===== src/rtl/scan_bus_bridge.sv =====
// scan_bus_bridge: turns scan-chain commands into single-word register/SRAM bus
// transactions and returns read data and completion status to the scan capture fields.
module scan_bus_bridge #(
  parameter int                ADDR_W      = 20,
  parameter int                DATA_W      = 32,
  parameter int                TIMEOUT     = 64,
  parameter logic [DATA_W-1:0] TIMEOUT_PAT = 32'hDEAD_0BAD
) (
  input  logic              clk,
  input  logic              rst,
  input  logic              scan_id,
  input  logic              scan_wen,
  input  logic              scan_ren,
  input  logic [ADDR_W-1:0] scan_addr,
  input  logic [DATA_W-1:0] scan_wdata,
  output logic [DATA_W-1:0] scan_rdata,
  output logic              scan_ready,
  output logic              bus_req,
  output logic              bus_we,
  output logic [ADDR_W-1:0] bus_addr,
  output logic [DATA_W-1:0] bus_wdata,
  input  logic              bus_ack,
  input  logic [DATA_W-1:0] bus_rdata,
  output logic              busy
);

  localparam int CNT_W = (TIMEOUT > 1) ? $clog2(TIMEOUT) : 1;
  localparam logic [CNT_W-1:0] CNT_LAST = CNT_W'(TIMEOUT - 1);

  localparam logic [1:0] IDLE  = 2'd0;
  localparam logic [1:0] ISSUE = 2'd1;
  localparam logic [1:0] WAIT  = 2'd2;
  localparam logic [1:0] DONE  = 2'd3;

  logic              s1, s2, s3;
  logic              cmd_evt;
  logic              take;
  logic [1:0]        state;
  logic              pend;
  logic              overrun;
  logic              op_we;
  logic [ADDR_W-1:0] op_addr;
  logic [DATA_W-1:0] op_wdata;
  logic [CNT_W-1:0]  wait_cnt;
  logic              fin;
  logic              fin_to;
  logic              unused_overrun;

  assign cmd_evt = s2 ^ s3;
  assign take    = (state == IDLE) && (cmd_evt || pend);
  assign busy    = (state != IDLE);

  // overrun is debug-only state with no output port
  assign unused_overrun = overrun;

  // scan_id synchronizer and edge register
  always_ff @(posedge clk or posedge rst) begin
    if (rst) begin
      s1 <= 1'b0;
      s2 <= 1'b0;
      s3 <= 1'b0;
    end else begin
      s1 <= scan_id;
      s2 <= s1;
      s3 <= s2;
    end
  end

  // One-deep event holding; in IDLE a held event is served first and a
  // simultaneous fresh one takes its place.
  always_ff @(posedge clk or posedge rst) begin
    if (rst) begin
      pend    <= 1'b0;
      overrun <= 1'b0;
    end else if (state == IDLE) begin
      pend <= cmd_evt & pend;
    end else if (cmd_evt) begin
      if (pend) overrun <= 1'b1;
      else      pend    <= 1'b1;
    end
  end

  // Command fields: quasi-static scan values sampled on acceptance only
  always_ff @(posedge clk) begin
    if (take) begin
      op_we    <= scan_wen;
      op_addr  <= scan_addr;
      op_wdata <= scan_wdata;
    end
  end

  // Transaction sequencing; fin marks an ack or timeout seen last cycle so
  // bus_req drops one edge later.
  always_ff @(posedge clk or posedge rst) begin
    if (rst) begin
      state      <= IDLE;
      bus_req    <= 1'b0;
      bus_we     <= 1'b0;
      bus_addr   <= '0;
      bus_wdata  <= '0;
      scan_rdata <= '0;
      scan_ready <= 1'b0;
      wait_cnt   <= '0;
      fin        <= 1'b0;
      fin_to     <= 1'b0;
    end else begin
      case (state)
        IDLE: begin
          if (take) begin
            scan_ready <= 1'b0;
            wait_cnt   <= '0;
            fin        <= 1'b0;
            fin_to     <= 1'b0;
            state      <= (scan_wen || scan_ren) ? ISSUE : DONE;
          end
        end
        ISSUE: begin
          bus_req   <= 1'b1;
          bus_we    <= op_we;
          bus_addr  <= op_addr;
          bus_wdata <= op_wdata;
          state     <= WAIT;
        end
        WAIT: begin
          if (fin) begin
            bus_req <= 1'b0;
            if (fin_to) scan_rdata <= TIMEOUT_PAT;
            state <= DONE;
          end else if (bus_ack) begin
            if (!op_we) scan_rdata <= bus_rdata;
            fin <= 1'b1;
          end else if (wait_cnt == CNT_LAST) begin
            fin    <= 1'b1;
            fin_to <= 1'b1;
          end else begin
            wait_cnt <= wait_cnt + 1'b1;
          end
        end
        DONE: begin
          scan_ready <= 1'b1;
          state      <= IDLE;
        end
        default: state <= IDLE;
      endcase
    end
  end

endmodule


===== config.mk =====
export PLATFORM = sky130hd
export DESIGN_NAME = scan_bus_bridge
export DESIGN_NICKNAME = d
export VERILOG_FILES = /design/src/rtl/scan_bus_bridge.sv
export SDC_FILE = /design/constraint.sdc
export NUM_CORES = 1
export LEC_CHECK = 0
export ABC_CLOCK_PERIOD_IN_PS = 7890
export CELL_PAD_IN_SITES_DETAIL_PLACEMENT = 0
export CELL_PAD_IN_SITES_GLOBAL_PLACEMENT = 1
export CORE_ASPECT_RATIO = 0.6
export CORE_MARGIN = 5
export CORE_UTILIZATION = 35
export DETAILED_ROUTE_END_ITERATION = 7
export MAX_ROUTING_LAYER = met4
export PLACE_DENSITY = 0.79
export SLEW_MARGIN = 15
export SYNTH_ARGS = -nofsm -noshare
export SYNTH_HDL_FRONTEND = slang
export SYNTH_SLANG_ARGS = --single-unit

===== constraint.sdc =====
create_clock -name clk -period 7.89 [get_ports clk]
set_clock_uncertainty 0.15 [all_clocks]
set_input_delay 1.578 -clock clk [delete_from_list [all_inputs] [get_ports clk]]
set_output_delay 1.578 -clock clk [all_outputs]
set_load 0.02 [all_outputs]

==> impl_metrics.yaml <==
route:
  totalWireLength_um: 13600
  drc: 0
  detail_route.wl_per_cell_um: 16.9
  vias_per_cell: 4.71
  final_antenna_net_count: 0
  drtPass1Iterations: 4
  vias: 3786
  drt_iter0_markers: 262
run:
  maxCapViolCount: 0
setup_path:
  worst-path-max-fanout: 7
  worst_setup_path_end_kind: "output pin"
  cp-start-kind: "register"
  critPathKind: "reg -> out"
  crit_arrival_ns: 2.08
  crit_required_ns: 6.16
global_route:
  antenna_found_initial: 0
  gr-usage-met3_pct: 4.71
  grt_max_degree: 65
  grt_util_met1_pct: 21.6
  busiest_layer: "met1"
  use_met2_pct: 20.3
  grt-ovfl-total: 0
  grt_usage_pct: 15.0
  grt_pass1_vias: 3854
  grt_pass1_wl_um: 21400
yosys:
  yosys.area_share.simple_pct: 7.32
  syn_inst: 399
  synthTopCellsByArea: "dfrtp_1 44%, edfxtp_1 28%, mux2_2 10%"
  synth_largest_area_cell: "dfrtp_1"
  synth_top_family_by_area: "multiplexers"
  syn_area_um2: 5740
  synth_seq_cells: 154
  syn_area_per_cell_um2: 14.4
  synth_xor_area_share_pct: 0.283
  yosysMostFrequentCell: "dfrtp_1"
  synth_adder_area_share_pct: 1.31
  synth_compound_area_share_pct: 6.06
  synth_async_sr_flop_share_pct: 65.6
  synth-edff-count: 53
  synthTopCellsByCount: "101 x dfrtp_1, 53 x edfxtp_1, 53 x mux2_2, 53 x nand2_1, 36 x o21ai_0"
  syn_nets: 495
  yosys_warnings: 0
  yosysUniqueCellTypes: 43
  synthFlopType: "dfrtp_1"
  muxShareOfSynthArea_pct: 11.3
  ys_seq_area_share_pct: 71.7
  synth_top_area_share_pct: 44.0
floorplan:
  die_y_um: 109
  die_w_um: 175
  row_count: 36
  initial_core_util_pct: 35.5
  core_area_um2: 16200
  die-area_um2: 19200
  ios: 178
timing:
  fmaxAchievable_mhz: 263
  worst_pin_slew_ns: 0.783
  period_share_pct: 48.3
  slew_headroom_pct: 47.8
  min_period_ns: 3.81
  finalSetupTns_ns: 0
  setup_viol: 0
  worst_hold_slack_ns: 0.197
  final_max_slew_viol_count: 0
  hold_viol: 0
  rsz0062_at_grt: "false"
clocking:
  cts_root_buffer: "clkbuf_16"
  postCtsSetupRepairBufs: 0
  clock_sinks: 154
  htreeDepth: 4
  cts_buffer_depth: 2
  cts-buffers-inserted: 17
  clock_latency_ns: 0.41
  cts_tree: "yes"
  hold_buffers: 0
  clk_pin_slew_ns: 0.06
  cts.repair.resized: 0
power:
  peakVddDrop_mv: 0.186
  power.leakage_nw: 3.33
  p_total_mw: 3.54
  power.density_nw_per_um2: 426
place:
  detailed_place_hpwl_um: 9600
  placedInstanceArea_um2: 7730
  dpl.cell_count: 771
  io_buffers: 177
  place.gp.congestion: 0.773
final_layout:
  fin_nets: 678
  syn2layout_area_growth_pct: 44.6
  final-seq-area_um2: 4120
  fin_area_um2: 8310
  multi_input_area_um2: 1520
  drive_gt1_share_pct: 16.5
  diodes: 0
  fill_cells: 1355
  instances_no_fill: 804
hold_path:
  hold_path_class: "reg -> reg"
status:
  outcome: "finished clean"
layer usage:
layer,vias up,routed length (µm)
met5,-,0
met4,0,116
met3,11,825
met2,117,5950
met1,1882,6710
li1,1776,-
cell families after synthesis:
family                     after synthesis
AOI/OAI and AO/OA                       57
xor gates and xnor gates                 1
adders and majority gates                6
buffers and inverters                   26
DFF                                    154
muxes                                   58
and+or+nand+nor                         97
per-stage QoR:
stage	util [%]	worst slack [ns]
global placement	47.8	4.14
finish	51.4	4.08
detailed placement	47.8	4.01
CTS	51.2	4.06
floorplan	-	3.51
global route	51.4	3.96
flip-flops by register name, indices dropped and copies added, names as in the netlist:
signal,cells
bus_addr,20
bus_req,1
bus_wdata,32
bus_we,1
fin,1
fin_to,1
op_addr,20
op_wdata,32
op_we,1
pend,1
s1,1
s2,1
s3,1
scan_rdata,32
scan_ready,1
state,2
wait_cnt,6
layout make-up:
cell class,instances,share of cell area (%)
sequential,154,49.6
timing repair buffer,182,22.0
multi-input combinational,219,18.3
clock buffer,19,5.21
tap,209,3.15
clock inverter,13,1.37
inverter,8,0.392
critical path: stages, from the launching register on:
cell and delay, ns:
dfrtp_1 0.40, inv_1 0.10, ha_1 0.32, inv_1 0.21, clkdlybuf4s50_1 0.64
cell usage in the layout (no fill, tap or decap), types with 3 or more instances in the layout:
cell type	Yosys	layout
mux2_2	53	53
clkdlybuf4s50_1	0	177
ha_1	6	5
nand3_1	4	4
buf_4	0	4
nor2_1	27	27
inv_4	0	4
inv_6	0	4
clkbuf_16	0	17
clkinv_2	0	3
a21oi_1	3	3
dfrtp_1	101	101
inv_1	8	6
mux2i_1	4	4
edfxtp_1	53	53
o21ai_0	36	36
nand2_1	53	53
where the power goes:
| group | leakage (nW) | total, mW | switching, mW | internal (mW) |
|---|---|---|---|---|
| registers | 1.73 | 1.35 | 0.164 | 1.19 |
| logic | 1.34 | 1.42 | 0.735 | 0.688 |
| clock network | 0.270 | 0.761 | 0.324 | 0.436 |
path summary, 6_finish.rpt:
kind                       cells after the start              to     start  slack (ns)
setup / recovery                               4            busy  state[0]        4.08
hold / removal                                 0              s2        s1        0.20
setup reg to reg                               5     op_wdata[8]  state[0]        5.35
hold reg to reg                                0              s2        s1        0.20
max in group asynchronous                      3   scan_rdata[8]       rst        4.96
min in group asynchronous                      2  scan_rdata[27]       rst        1.41
No activity file was read; power rests on OpenSTA's default activity.
